==> src/rtl/pc_fetch_unit.sv <==
// Program counter and fetch sequencer for a single-cycle MIPS datapath.
// Drives the instruction-memory byte address, decodes beq/bne/j from the
// returned word to form the next PC, and tracks stall, halt and retired count.
module pc_fetch_unit #(
  parameter int unsigned       ADDR_W       = 8,
  parameter logic [ADDR_W-1:0] RESET_PC     = '0,
  parameter bit                HALT_ON_ZERO = 1'b1
) (
  input  logic              clk,
  input  logic              reset,
  input  logic [31:0]       instruction,
  input  logic              branch_cond,
  input  logic              stall,
  output logic [ADDR_W-1:0] read_addr,
  output logic [ADDR_W-1:0] pc_plus4,
  output logic              instr_valid,
  output logic              halted,
  output logic [15:0]       retired
);

  localparam logic [1:0] StBoot = 2'd0;
  localparam logic [1:0] StRun  = 2'd1;
  localparam logic [1:0] StHalt = 2'd2;

  localparam logic [5:0] OpBeq = 6'b000100;
  localparam logic [5:0] OpBne = 6'b000101;
  localparam logic [5:0] OpJ   = 6'b000010;

  localparam logic [ADDR_W-1:0] PcStep = ADDR_W'(4);

  logic [1:0]        state_q, state_d;
  logic [ADDR_W-1:0] pc_q, pc_d;
  logic [15:0]       retired_q, retired_d;

  logic [5:0]        op;
  logic [15:0]       imm;
  logic              halt_cond;
  logic              is_j;
  logic              br_taken;
  logic [31:0]       br_off;
  logic [ADDR_W-1:0] br_target;
  logic [ADDR_W-1:0] j_target;
  logic              unused_bits;

  // Decode and candidate targets, all combinational from the fetched word.
  always_comb begin
    op        = instruction[31:26];
    imm       = instruction[15:0];
    halt_cond = HALT_ON_ZERO && (instruction == 32'h0);
    is_j      = (op == OpJ);
    br_taken  = ((op == OpBeq) && branch_cond) || ((op == OpBne) && !branch_cond);
    br_off    = {{14{imm[15]}}, imm, 2'b00};
    // Truncation to ADDR_W gives the modulo-2^ADDR_W wrap in both directions.
    br_target = pc_plus4 + br_off[ADDR_W-1:0];
    j_target  = {instruction[ADDR_W-3:0], 2'b00};
  end

  // Sink for instruction/offset bits that don't reach the address path.
  assign unused_bits = ^{instruction, br_off};

  assign read_addr   = pc_q;
  assign pc_plus4    = pc_q + PcStep;
  assign instr_valid = (state_q == StRun) && !stall && !halt_cond;
  assign halted      = (state_q == StHalt);
  assign retired     = retired_q;

  // Next-state: sequencer state, PC selection and saturating retire count.
  always_comb begin
    state_d   = state_q;
    pc_d      = pc_q;
    retired_d = retired_q;
    case (state_q)
      StBoot: state_d = StRun;
      StRun: begin
        if (halt_cond) begin
          state_d = StHalt;
        end else if (!stall) begin
          if (is_j) begin
            pc_d = j_target;
          end else if (br_taken) begin
            pc_d = br_target;
          end else begin
            pc_d = pc_plus4;
          end
        end
      end
      StHalt: state_d = StHalt;
      // Unreachable encoding: park in HALT until reset.
      default: state_d = StHalt;
    endcase
    if (instr_valid && (retired_q != 16'hFFFF)) begin
      retired_d = retired_q + 16'd1;
    end
  end

  // State registers with synchronous active-low reset.
  always_ff @(posedge clk) begin
    if (!reset) begin
      state_q   <= StBoot;
      pc_q      <= RESET_PC;
      retired_q <= 16'h0;
    end else begin
      state_q   <= state_d;
      pc_q      <= pc_d;
      retired_q <= retired_d;
    end
  end

endmodule

==> config.mk <==
export PLATFORM = sky130hd
export DESIGN_NAME = pc_fetch_unit
export DESIGN_NICKNAME = d
export VERILOG_FILES = /design/src/rtl/pc_fetch_unit.sv
export SDC_FILE = /design/constraint.sdc
export NUM_CORES = 1
export LEC_CHECK = 0
export ABC_AREA = 1
export BUFFER_PORTS_ARGS = -buffer_cell sky130_fd_sc_hd__buf_2
export CAP_MARGIN = 20
export CORE_UTILIZATION = 53
export DETAILED_ROUTE_END_ITERATION = 8
export GPL_TIMING_DRIVEN = 0
export MAX_ROUTING_LAYER = met4
export PLACE_DENSITY = 0.89
export SYNTH_ARGS = -nofsm -noshare
export SYNTH_HDL_FRONTEND = slang
export SYNTH_SLANG_ARGS = --single-unit
==> constraint.sdc <==
create_clock -name clk -period 4.4 [get_ports clk]
set_input_delay 0 -clock clk [delete_from_list [all_inputs] [get_ports clk]]
set_output_delay 0 -clock clk [all_outputs]
set_load 0.02 [all_outputs]
==> run summary, run 1 <==
Leak: 0.001115 uW
initial antenna violation count: 0
I/O pin cnt: 70
final slew viol count: 0
# DRC: 2
Async S/R FF share, synth: 0%
Max Clk Rate: 0.3838 GHz
Port Buf Inserts: 65
top area cells in the synthesized netlist: dfxtp_1 26%, nand2_1 13%, nand3_1 8.7%
Syn-to-layout area delta: 24.92%
largest net degree at the start of global routing: 14
num rows: 21
Total GRT Usage: 26.93%
Clk pwr share: 25.7%
CTS tree: built
Synth Flop Type: dfxtp_1
Ant. Diodes: 0
number of max-cap violations: 0
CP max FO: 7
layout cells sized above 1: 25.62%
Chip Height: 61.05 um
Initial DRC Count: 191
count of cell types in the netlist: 33
hold path cells: 5
setup violators final: 0
leading area contributor after synthesis: dfxtp_1
remaining global-route overflow: 0
Max IR drop VDD: 0.1176 mV
Pint: 316.8 uW
Critical Path RT: 4.67 ns
synth warn: 0
FF+latch count, synth: 24
WL final: 4499 um
Worst Hold Class: input port to register
Syn Area/Cell: 6.417 sq um
Clock Tree Buf Depth: 2
number of global-route vias before repair: 1,797
Final Critical Period: 2.605 ns
clock-pin slew on the worst setup and hold paths: 0.12 ns
clock root cell: clkbuf_4
Starting Density: 55.38%
Die X-Extent: 61.05 um
Pwr per Cell Area: 194.7 mW/mm^2
unrepaired setup endpoints after global routing: no
Worst setup SP type: register
critical path start-end classification: register to register
synthesized area: 0.001848 sq mm
fin crit share: 59.21%
Max transition margin: 60.57%
Post-synth top cells: 66 x nand2_1, 37 x nor2_1, 32 x nand3_1, 28 x inv_1, 24 x dfxtp_1
EDFF count, synth: 0
combinational share of power: 23.9%
Sequential Power Share: 50.4%
Via density: 5.178
NetSw: 132.6 uW
Die ar.: 0.003727 sq mm
CTS resizes: 0
Slew @ Worst Pin: 0.5875 ns
Core Area: 0.003337 sq mm
Crit path arrival time: 2.87 ns
Final #Nets: 409
final setup TNS: 0 ns
Final Hold Viols: 0
Post-Place Cells: 402
Seq/Total Area, Yosys: 26.00%
RD Place Congestion: 0.9165
r2r worst-path depth: 11
Syn Inst Count: 288
Sw Share: 29.51%
Finished Layout Cells: 409
Setup Skew: 0.002336 ns
post-DP HPWL: 3497 um
status: finished with violations
clock sink count: 24
TritonRoute pass-1 iters: 6
post-route antenna net violation count: 0
fill cell count: 300
DR WL/cell: 11.00 um
Worst setup EP type: register
first-pass GRT wire length: 7341 um
Num CTS Buffers: 3
FF+latch area: 480.5 sq um
Skew-Pair Late Insertion Delay: 0.31 ns
H-Tree Depth: 1
failing checks: design-rule violations
most numerous cell in the Yosys netlist: nand2_1
Via Count: 2,118
Setup Buffers After CTS: 0
Synth top area share: 26.00%
multi-input logic area: 0.001187 sq mm
[layout make-up]
type | count | share of cell area, %
plain buffers | 9 | 2.602
inverters | 35 | 5.691
repair buffers | 68 | 15.39
clock buffers | 4 | 1.572
flip-flops and latches | 24 | 20.81
multi-input cells | 223 | 51.44
well taps | 46 | 2.493
[cell families (layout without fill, tap and decap cells)]
| kind of cell | Yosys count | in the layout | synth area share, % |
|---|---|---|---|
| simple gates | 157 | 157 | 38.66 |
| other cells | 1 | 4 | 0.2029 |
| compound gates | 35 | 35 | 9.749 |
| fa+ha+maj | 9 | 9 | 6.500 |
| flops | 24 | 24 | 26.00 |
| xor+xnor | 18 | 18 | 8.531 |
| buf+inv | 44 | 116 | 10.36 |
[state kept, by name (all words and copies together) (netlist names)]
register   cells
read_addr      6
state_q        2
retired       16
[critical path, stage by stage (launching register included)]
cell and delay (ns):
dfxtp_1 0.48, ha_1 0.23, xor2_1 0.28, ha_1 0.33, nand2_1 0.08, nand2_1 0.06, a21oi_1 0.15, nor2_1 0.06
o21ai_1 0.12, nand2_1 0.06, a21oi_1 0.14, dlygate4sd3_1 0.56
[cell usage in the layout, fill, tap and decap left out, types with 2 or more instances in the layout]
cell type	n
buf_2	68
nand2_1	66
nor2_1	37
nand3_1	32
inv_1	28
dfxtp_1	24
a21oi_1	23
xnor2_1	9
xor2_1	9
o21ai_1	9
ha_1	8
nor3_1	7
inv_2	6
buf_4	4
conb_1	4
nand4_1	3
clkbuf_4	3
dlygate4sd3_1	3
nor3_2	2
nand2_4	2
[repair_timing]
item / 4_1_cts / 5_1_grt
hold endpoints to repair: 4 / 0
endpoints found under the setup margin: 0 / 0
hold buffers: 3 / 0
[stage by stage]
step / utilization, % / total power [uW] / instance area (sq um) / hold slack [ns] / setup WS, ns
floorplan: - / 298.5 / 1859 / 0.1418 / 2.043
CTS: 69.18 / 451.1 / 2308 / 0.07414 / 1.857
global placement: 67.19 / 333.0 / 2242 / 0.3062 / 2.301
detailed placement: 67.19 / 335.9 / 2242 / 0.3070 / 2.291
finish: 69.18 / 449.4 / 2308 / 0.07829 / 1.795
global route: 69.18 / 474.0 / 2308 / 0.09403 / 1.548
[layer usage]
layer | GRT usage, % | part of all wire, % | vias up
li1 | - | - | 1067
met1 | 33.64 | 45 | 954
met2 | 44.72 | 48 | 86
met3 | 2.941 | 5.9 | 11
met4 | 10.06 | 1.7 | 0
met5 | - | 0 | -
[path summary, 6_finish.rpt]
path / startpoint / end / slack, ns
min: instruction[0] / read_addr[2]$_SDFFE_PN0P_ / 0.08
min reg2reg: retired[8]$_SDFFE_PN0P_ / retired[8]$_SDFFE_PN0P_ / 0.51
max: read_addr[2]$_SDFFE_PN0P_ / read_addr[6]$_SDFFE_PN0P_ / 1.79
max reg2reg: read_addr[2]$_SDFFE_PN0P_ / read_addr[6]$_SDFFE_PN0P_ / 1.79
[power by group through the flow]
stage / logic, uW / registers, uW / clock network (uW)
after global routing: 122 / 228 / 124
after global placement: 102 / 231 / 0
after floorplan: 63.8 / 235 / 0
final: 107 / 227 / 115
after CTS: 107 / 227 / 118
after detailed placement: 105 / 231 / 0
(Power assumes the default switching activity.)
==> run 2: changes to the inputs <==
--- a/config.mk
+++ b/config.mk
@@ -5,14 +5,14 @@
 export SDC_FILE = /design/constraint.sdc
 export NUM_CORES = 1
 export LEC_CHECK = 0
-export ABC_AREA = 1
+export ABC_AREA = 0
 export BUFFER_PORTS_ARGS = -buffer_cell sky130_fd_sc_hd__buf_2
 export CAP_MARGIN = 20
-export CORE_UTILIZATION = 53
+export CORE_UTILIZATION = 43
 export DETAILED_ROUTE_END_ITERATION = 8
 export GPL_TIMING_DRIVEN = 0
 export MAX_ROUTING_LAYER = met4
-export PLACE_DENSITY = 0.89
+export PLACE_DENSITY = 0.8
 export SYNTH_ARGS = -nofsm -noshare
 export SYNTH_HDL_FRONTEND = slang
 export SYNTH_SLANG_ARGS = --single-unit
==> constraint.sdc (replaced) <==
create_clock -name clk -period 2.3 [get_ports clk]
set_input_delay 0 -clock clk [delete_from_list [all_inputs] [get_ports clk]]
set_output_delay 0 -clock clk [all_outputs]
set_load 0.02 [all_outputs]
==> run summary, run 2 <==
status: finished, final reports clean
Crit path arrival time: 2.39 ns (-0.48 ns)
design area: 0.002172 sq mm (-5.9%)
Total Power: 895.3 uW (+99%)
grt met2 use: 37.90% (-6.8 points)
FF+latch area: 486.7 sq um (+1.3%)
most used routing layer: met2
TritonRoute pass-1 iters: 6 (unchanged)
Worst setup EP type: register
Post-DP Area: 0.002100 sq mm (-6.4%)
Seq/Total Area, Yosys: 28.89% (+2.9 points)
unrepaired setup endpoints after global routing: no
WL final: 3947 um (-12%)
first-pass GRT wire length: 6893 um (-6.1%)
met1 usage: 25.95% (-7.7 points)
Setup Buffers After CTS: 0 (unchanged)
Max Clk Rate: 0.4558 GHz (+19%)
Synth Flop Type: dfxtp_1
Hold WS: 0.03276 ns (-0.04553 ns)
clock-pin slew on the worst setup and hold paths: 0.08 ns (-0.04 ns)
Setup Skew: 0.002337 ns (+0.000001470 ns)
synth warn: 0 (unchanged)
# DRC: 0 (-2)
most common cell after layout, fill and taps aside: buf_2
count of cell types in the netlist: 38 (+15%)
setup violators final: 0 (unchanged)
DR WL/cell: 12.45 um (+13%)
Syn-to-layout area delta: 30.62%
hold_buf cts: 0 (-3)
post-route antenna net violation count: 0 (unchanged)
synthesized area: 0.001663 sq mm (-10%)
final setup TNS: 0 ns (unchanged)
EDFF count, synth: 0 (unchanged)
I/O pin cnt: 70 (unchanged)
Ant. Diodes: 0 (unchanged)
Via density: 5.151 (-0.52%)
Total GRT Usage: 21.51% (-5.4 points)
H-Tree Depth: 1 (unchanged)
Synth top area share: 28.89% (+2.9 points)
post-DP HPWL: 3156 um (-9.8%)
fin crit share: 95.39% (+36 points)
Die ar.: 0.004120 sq mm (+11%)
number of max-cap violations: 0 (unchanged)
Skew-Pair Late Insertion Delay: 0.27 ns (-0.04 ns)
remaining global-route overflow: 0 (unchanged)
Post-synth top cells: 24 x dfxtp_1, 24 x nor2_1, 21 x xnor2_1, 14 x nand2_1, 11 x a21oi_1
Syn Inst Count: 197 (-32%)
Final Critical Period: 2.194 ns (-0.4115 ns)
max reg flops: 16 (unchanged)
FF+latch count, synth: 24 (unchanged)
initial antenna violation count: 0 (unchanged)
critical path start-end classification: register to register
multi-input logic area: 0.001131 sq mm (-4.7%)
clock sink count: 24 (unchanged)
Worst Hold Class: input port to register
Max IR drop VDD: 0.2316 mV (+97%)
layout cells sized above 1: 37.92% (+12 points)
Via Count: 1,633 (-23%)
CP max FO: 7 (unchanged)
Num CTS Buffers: 3 (unchanged)
num rows: 22 (+4.8%)
final slew viol count: 0 (unchanged)
Slew @ Worst Pin: 0.5345 ns (-0.05301 ns)
Starting Density: 45.08% (-10 points)
Final #Nets: 315 (-23%)
number of global-route vias before repair: 1,552 (-14%)
CTS tree: built
Clock Tree Buf Depth: 2 (unchanged)
Core Area: 0.003689 sq mm (+11%)
Critical Path RT: 2.50 ns (-2.17 ns)
RD Place Congestion: 0.9033 (-1.4%)
Syn Area/Cell: 8.441 sq um (+32%)
Die X-Extent: 64.19 um (+5.1%)
Pwr per Cell Area: 412.2 mW/mm^2 (+110%)
top area cells in the synthesized netlist: dfxtp_1 29%, xnor2_1 11%, ha_1 6.0%
Async S/R FF share, synth: 0% (unchanged)
Final Hold Viols: 0 (unchanged)
clock root cell: clkbuf_8
Leak: 0.0009468 uW (-15%)
Worst setup SP type: register
largest net degree at the start of global routing: 14 (unchanged)
Max transition margin: 64.37% (+3.8 points)
fill cell count: 360 (+20%)
GR Util met3: 1.786% (-1.2 points)
Initial DRC Count: 35 (-82%)
most frequent cells in the layout: 66 x buf_2, 24 x nor2_1, 21 x dfxtp_1, 19 x xnor2_1, 14 x nand2_1
leading area contributor after synthesis: dfxtp_1
Port Buf Inserts: 65 (unchanged)
Chip Height: 64.19 um (+5.1%)
run 2: changes by cell type after synthesis, moves of 5 or more:
cell / previous run / this run
nor3_2: 2 / 7
inv_1: 28 / 3
nand2_1: 66 / 14
and2_1: 0 / 6
inv_2: 6 / 0
and3_1: 1 / 6
nand3_1: 32 / 10
o21ai_1: 9 / 0
a21oi_1: 23 / 11
nor2_1: 37 / 24
nor4_1: 0 / 9
xnor2_1: 9 / 21
xor2_1: 9 / 3
run 2: worst max-delay path, stage by stage, from the launching register on:
cell and delay (ns):
dfxtp_4 0.37, ha_2 0.22, xor2_4 0.16, ha_1 0.35
o21ai_0 0.10, o21bai_1 0.18, a21oi_2 0.08, xnor2_1 0.15
a2111o_1 0.42, o211ai_1 0.09
run 2: timing repair:
item                       CTS  global route
hold endpoints to repair     0             0
resized for setup            0             5
setup endpoints to repair    0             2
run 2: per-layer routing:
layer	vias to the layer above	part of all wire, %	wire length [um]
li1	835	-	-
met1	756	46	1810
met2	39	50	1971
met3	3	3.4	134
met4	0	0.76	30
met5	-	0	0
run 2: final cells by class:
type / count / area share, %
buffer: 13 / 4.723
clock buffer: 4 / 2.535
inverter: 3 / 0.5184
multi-input combinational: 160 / 52.07
sequential: 24 / 22.41
tap: 48 / 2.765
timing repair buffer: 65 / 14.98
run 2: cell families after synthesis:
kind of cell | after synthesis | share of synthesized area, %
and+or+nand+nor | 92 | 31.30
buffers and inverters | 16 | 6.847
AOI/OAI and AO/OA | 29 | 11.66
other | 1 | 0.2255
DFF | 24 | 28.89
muxes | 2 | 1.204
xor gates and xnor gates | 24 | 12.64
adders and majority gates | 9 | 7.224
run 2: path summary, 6_finish.rpt:
check                                                 end                 startpoint  slack (ns)  cells after the start
worst max-delay path            read_addr[7]$_SDFFE_PN0P_  read_addr[2]$_SDFFE_PN0P_        0.11                      9
worst min-delay path              state_q[0]$_SDFFE_PN0P_                      reset        0.03                      2
worst max register to register  read_addr[7]$_SDFFE_PN0P_  read_addr[2]$_SDFFE_PN0P_        0.11                      9
worst min register to register    state_q[1]$_SDFFE_PN0P_    state_q[1]$_SDFFE_PN0P_        0.50                      2
run 2: power breakdown:
group | switching (uW) | internal, uW
clock | 133 | 153
combinational | 98.3 | 80.2
sequential | 9.48 | 422
total | 240 | 655
run 2: through the flow:
step	instances	worst slack [ns]	utilization, %
after detailed placement	313	0.05329	56.92
after global routing	317	0.0006519	58.89
after global placement	313	0.05311	56.92
after CTS	317	0.01517	58.41
after floorplan	200	0.03461	-
final	317	0.1061	58.89
